File: config.mk
export PLATFORM = sky130hd
export DESIGN_NAME = handshake_rx_fifo
export DESIGN_NICKNAME = d
export VERILOG_FILES = /design/src/rtl/handshake_rx_fifo.sv
export SDC_FILE = /design/constraint.sdc
export NUM_CORES = 1
export LEC_CHECK = 0
export ABC_AREA = 1
export CORE_ASPECT_RATIO = 0.5
export CORE_MARGIN = 8
export CORE_UTILIZATION = 25
export CTS_CLUSTER_DIAMETER = 40
export DETAILED_ROUTE_END_ITERATION = 10
export PLACE_DENSITY = 0.5
export SYNTH_ARGS = -nofsm -noshare
export SYNTH_HDL_FRONTEND = slang
export SYNTH_SLANG_ARGS = --single-unit
export TNS_END_PERCENT = 10
File: constraint.sdc
create_clock -name clk -period 6.36 [get_ports clk]
set_clock_uncertainty 0.1 [all_clocks]
set_input_delay 1.272 -clock clk [delete_from_list [all_inputs] [get_ports clk]]
set_output_delay 1.272 -clock clk [all_outputs]
set_load 0.03 [all_outputs]
File: src/rtl/handshake_rx_fifo.sv
// Destination-side endpoint of a 4-phase req/ack transfer: synchronizes req, buffers words in a
// small FIFO and streams them out as valid/ready. Define HANDSHAKE_RX_STATS_EN for counters.
module handshake_rx_fifo #(
    parameter int unsigned WIDTH       = 32,
    parameter int unsigned DEPTH       = 4,
    parameter int unsigned SYNC_STAGES = 2
) (
    input  logic                     clk,
    input  logic                     resetn,
    input  logic                     req_async,
    input  logic [WIDTH-1:0]         data_async,
    output logic                     ack,
    output logic [WIDTH-1:0]         m_data,
    output logic                     m_valid,
    input  logic                     m_ready,
`ifdef HANDSHAKE_RX_STATS_EN
    output logic [31:0]              word_count,
    output logic [31:0]              stall_count,
`endif
    output logic [$clog2(DEPTH):0]   fifo_level
);

    localparam int unsigned PTR_W = $clog2(DEPTH);
    localparam int unsigned LVL_W = PTR_W + 1;

    typedef enum logic {
        StIdle,
        StAcked
    } state_e;

    logic [SYNC_STAGES-1:0] sync_q, sync_d;
    logic                   req_s;

    state_e                 state_q, state_d;
    logic                   ack_q, ack_d;
    logic                   wr_en, rd_en, full, stall;

    logic [WIDTH-1:0]       mem_q [DEPTH];
    logic [PTR_W-1:0]       wr_ptr_q, wr_ptr_d;
    logic [PTR_W-1:0]       rd_ptr_q, rd_ptr_d;
    logic [LVL_W-1:0]       level_q, level_d;
    logic [LVL_W-1:0]       stored;
    logic                   m_valid_q, m_valid_d;
    logic [WIDTH-1:0]       m_data_q, m_data_d;

    // Plain flop chain: nothing may sit between the stages.
    always_comb begin
        sync_d = {sync_q[SYNC_STAGES-2:0], req_async};
    end

    assign req_s = sync_q[SYNC_STAGES-1];
    assign full  = (level_q == LVL_W'(DEPTH));

    always_comb begin
        state_d = state_q;
        ack_d   = ack_q;
        wr_en   = 1'b0;
        stall   = 1'b0;
        case (state_q)
            StIdle: begin
                if (req_s) begin
                    if (!full) begin
                        wr_en   = 1'b1;
                        ack_d   = 1'b1;
                        state_d = StAcked;
                    end else begin
                        stall = 1'b1;
                    end
                end
            end
            StAcked: begin
                if (!req_s) begin
                    ack_d   = 1'b0;
                    state_d = StIdle;
                end
            end
        endcase
    end

    // Output stage lags the FIFO by one edge; only entries stored before this edge can be
    // presented, so a word written now becomes visible on the following edge.
    always_comb begin
        rd_en     = m_valid_q & m_ready;
        level_d   = level_q + LVL_W'(wr_en) - LVL_W'(rd_en);
        wr_ptr_d  = wr_ptr_q + PTR_W'(wr_en);
        rd_ptr_d  = rd_ptr_q + PTR_W'(rd_en);
        stored    = level_q - LVL_W'(rd_en);
        m_valid_d = (stored != '0);
        m_data_d  = m_valid_d ? mem_q[rd_ptr_d] : m_data_q;
    end

    always_ff @(posedge clk or negedge resetn) begin
        if (!resetn) begin
            sync_q    <= '0;
            state_q   <= StIdle;
            ack_q     <= 1'b0;
            wr_ptr_q  <= '0;
            rd_ptr_q  <= '0;
            level_q   <= '0;
            m_valid_q <= 1'b0;
            m_data_q  <= '0;
        end else begin
            sync_q    <= sync_d;
            state_q   <= state_d;
            ack_q     <= ack_d;
            wr_ptr_q  <= wr_ptr_d;
            rd_ptr_q  <= rd_ptr_d;
            level_q   <= level_d;
            m_valid_q <= m_valid_d;
            m_data_q  <= m_data_d;
        end
    end

    always_ff @(posedge clk) begin
        if (wr_en) begin
            mem_q[wr_ptr_q] <= data_async;
        end
    end

    assign ack        = ack_q;
    assign m_valid    = m_valid_q;
    assign m_data     = m_data_q;
    assign fifo_level = level_q;

`ifdef HANDSHAKE_RX_STATS_EN
    logic [31:0] word_count_q, word_count_d;
    logic [31:0] stall_count_q, stall_count_d;

    always_comb begin
        word_count_d  = word_count_q + 32'(wr_en);
        stall_count_d = stall_count_q;
        if (stall && (stall_count_q != 32'hFFFF_FFFF)) begin
            stall_count_d = stall_count_q + 32'd1;
        end
    end

    always_ff @(posedge clk or negedge resetn) begin
        if (!resetn) begin
            word_count_q  <= '0;
            stall_count_q <= '0;
        end else begin
            word_count_q  <= word_count_d;
            stall_count_q <= stall_count_d;
        end
    end

    assign word_count  = word_count_q;
    assign stall_count = stall_count_q;
`endif

endmodule

==> results.json <==
{
  "status": "completed",
  "antenna_found_initial": 1,
  "worst_hold_path_type": "reg2reg",
  "hpwl_um": 9130,
  "cts.reportedPaths.clkPinSlew_ns": 0.07,
  "power_leakage_nw": 3.64,
  "cp_max_fo": 66,
  "clkSinkCount": 172,
  "seq_power_share": 0.352,
  "worst_slack_ns": 2.60,
  "clk_path_buf_depth": 2,
  "cts_setup_buffers": 0,
  "root_buffer": "clkbuf_16",
  "synthArstFlopShare": 0.256,
  "antenna_cells": 0,
  "syn_inst": 635,
  "worst_slew_pin_slew_ns": 1.13,
  "path_cells": "clkdlybuf4s50_1 -> nand2_1 -> inv_1 -> ha_2 -> buf_4 -> inv_2 -> nand2_1 -> nand2_1 -> nand2_1 -> nand2_1 -> nand2_1 -> nand2_1",
  "cts_resized": 0,
  "max_freq_ghz": 0.266,
  "p_comb_frac": 0.389,
  "fin_crit_ns": 3.76,
  "grt_overflow_total": 0,
  "p_sw_mw": 1.74,
  "areaGrowthSynthToFinish_pct": 25.7,
  "core-area_sq_um": 27500,
  "p_sw_frac": 0.384,
  "drtPass1Iterations": 4,
  "post_drt_wl_per_cell_um": 14.8,
  "fin_tns_setup_ns": 0,
  "syn-num-nets": 677,
  "cp_num_buf_inv": 4,
  "avgSynthCellArea_sq_um": 10.9,
  "via_per_inst": 4.08,
  "synth_area_leaders": "edfxtp_1 (55%), nand2_1 (20%), dfrtp_1 (16%), nand4_1 (2.9%), buf_2 (1.4%)",
  "worstSetupEndpointType": "flip-flop",
  "ys_ff_latch": 172,
  "hold_depth": 0,
  "worstHoldStart": "sync_q[0]$_DFF_PN0_",
  "slowest_stage": "inv_2",
  "arrival_ns": 4.02,
  "yosys-top-cells-count": "nand2_1 (362), edfxtp_1 (128), dfrtp_1 (44), nand4_1 (32), buf_2 (20)",
  "gp_congestion": 0.709,
  "fill_cells": 2800,
  "grt_pass1_wl_um": 25500,
  "r2r_end": "m_data[20]$_DFFE_PN0P_",
  "htree_levels": 4,
  "yosysSeqAreaShare": 0.714,
  "p_clk_frac": 0.259,
  "rows": 43,
  "total_power_mw": 4.54,
  "vias": 4481,
  "final_nets": 745,
  "synth_edf_count": 128,
  "crit_path_frequent_cell": "nand2_1",
  "p_per_area_nw_per_um2": 521,
  "max_stage_delay_ns": 0.92,
  "relSlewSlack": 0.246,
  "final_core_util": 0.317,
  "synth_area_sq_um": 6930,
  "cp-start-kind": "primary input",
  "cts_made_buffers": 17,
  "insertion_delay_ns": 0.42,
  "final_max_slew_viol_count": 0,
  "crit_type": "in2reg",
  "worstReg2RegStart": "m_valid$_DFF_PN0_",
  "ioPinCount": 73,
  "start_util": 0.252,
  "holdBufCountCts": 0,
  "yosysUniqueCellTypes": 24,
  "required_ns": 6.62,
  "synth_most_common_cell": "nand2_1",
  "reg2regPathDepth": 11,
  "ff2ff_setup_slack_ns": 3.46,
  "routed_wl_um": 16200,
  "vdd_drop_max_mv": 0.266,
  "detail-route-antenna-nets": 0,
  "p_int_mw": 2.80,
  "crit_family": "buffers and inverters",
  "yosysTopAreaCell": "edfxtp_1",
  "track_usage": 0.0977,
  "cts_tree": "built",
  "drc_errors": 0,
  "grt_pass1_vias": 4453,
  "finalSetupViolCount": 0,
  "hold_violations": 0,
  "rsz0062_at_grt": "no",
  "fin_crit_sh": 0.591,
  "holdWs_ns": 0.250,
  "drv_cap": 0,
  "chipWidth_um": 251,
  "dieHeight_um": 134,
  "portBuffers": 72,
  "grt_start_max_net_pins": 67,
  "drive_gt1_frac": 0.0712,
  "holdPathEnd": "sync_q[1]$_DFF_PN0_",
  "fp.dieArea_sq_um": 33600,
  "synth_ff_type": "edfxtp_1",
  "place_ws_ns": 2.11,
  "synth_top_area_frac": 0.555,
  "ys_warn_count": 0,
  "drtIter0Drc": 269
}
-- cells by family (layout without fill, tap and decap cells) --
logic type / Yosys count / after routing / synth area share
AND/OR/NAND/NOR: 404 / 404 / 0.234
adder cells (fa/ha/maj): 6 / 6 / 0.0119
flip-flops: 172 / 172 / 0.714
XOR/XNOR: 2 / 2 / 0.00253
buffers and inverters: 48 / 129 / 0.0350
AO/OA/AOI/OAI: 3 / 3 / 0.00271
-- flip-flops by register name, indices dropped and copies added (netlist names) --
register	cells
wr_ptr_q	2
rd_ptr_q	2
mem_q	128
ack	1
fifo_level	3
m_data	32
state_q	1
m_valid	1
sync_q	2
-- metrics by stage --
stage	instances	instance area, sq um
after floorplan	635	6930
after global placement	1066	8040
after detailed placement	1066	8040
after CTS	1098	8710
after global routing	1098	8710
final	1098	8710
-- power by group through the flow --
| stage | combinational, mW | clock, mW | sequential, mW |
|---|---|---|---|
| after floorplan | 1.01 | 0 | 1.83 |
| after global placement | 1.80 | 0 | 1.62 |
| after detailed placement | 1.81 | 0 | 1.63 |
| after CTS | 1.82 | 1.20 | 1.60 |
| after global routing | 2.00 | 1.24 | 1.62 |
| final | 1.76 | 1.18 | 1.60 |
-- per-layer routing --
layer | vias to the layer above | GRT usage | share of wire
li1 | 2223 | - | -
met1 | 2175 | 0.117 | 0.44
met2 | 59 | 0.173 | 0.52
met3 | 22 | 0.0183 | 0.028
met4 | 2 | 0.0383 | 0.015
met5 | - | 0 | 0.00080
-- final cells by class --
cell class	count	area (sq um)	area share
well taps	382	478	0.0549
inverters	16	60.1	0.00690
repair buffers	81	783	0.0899
clock inverters	11	214	0.0246
clock buffers	21	460	0.0529
multi-input cells	415	1770	0.203
flip-flops and latches	172	4940	0.568
-- cells in the final DEF, fill, tap and decap left out, types with 2 or more instances in the layout --
master	Yosys	final
buf_4	4	9
bufinv_16	0	6
clkbuf_1	2	2
clkbuf_16	0	17
clkbuf_8	0	2
clkdlybuf4s50_1	0	71
clkinv_2	0	2
clkinvlp_4	0	2
dfrtp_1	44	44
edfxtp_1	128	128
ha_1	5	4
inv_1	14	14
inv_2	2	2
nand2_1	362	362
nand4_1	32	32
nor2_1	2	2
nor3_2	0	4
-- worst register-to-register path, stage by stage, from the launching register on --
cell,delay (ns)
dfrtp_1,0.40
nand2_1,0.09
inv_1,0.08
ha_2,0.32
buf_4,0.57
inv_2,0.66
nand2_1,0.24
nand2_1,0.07
nand2_1,0.07
nand2_1,0.07
nand2_1,0.07
nand2_1,0.07
-- worst max-delay path by stage --
stage | from | end | cells past startpoint
after floorplan | fifo_level[1]$_DFF_PN0_ | mem_q[0][0]$_DFFE_PP_ | 4
after global placement | m_ready | m_data[20]$_DFFE_PN0P_ | 12
after detailed placement | m_ready | m_data[20]$_DFFE_PN0P_ | 12
after CTS | m_ready | m_data[20]$_DFFE_PN0P_ | 12
after global routing | m_ready | m_data[24]$_DFFE_PN0P_ | 12
final | m_ready | m_data[20]$_DFFE_PN0P_ | 12
No activity file was read; power rests on OpenSTA's default activity.
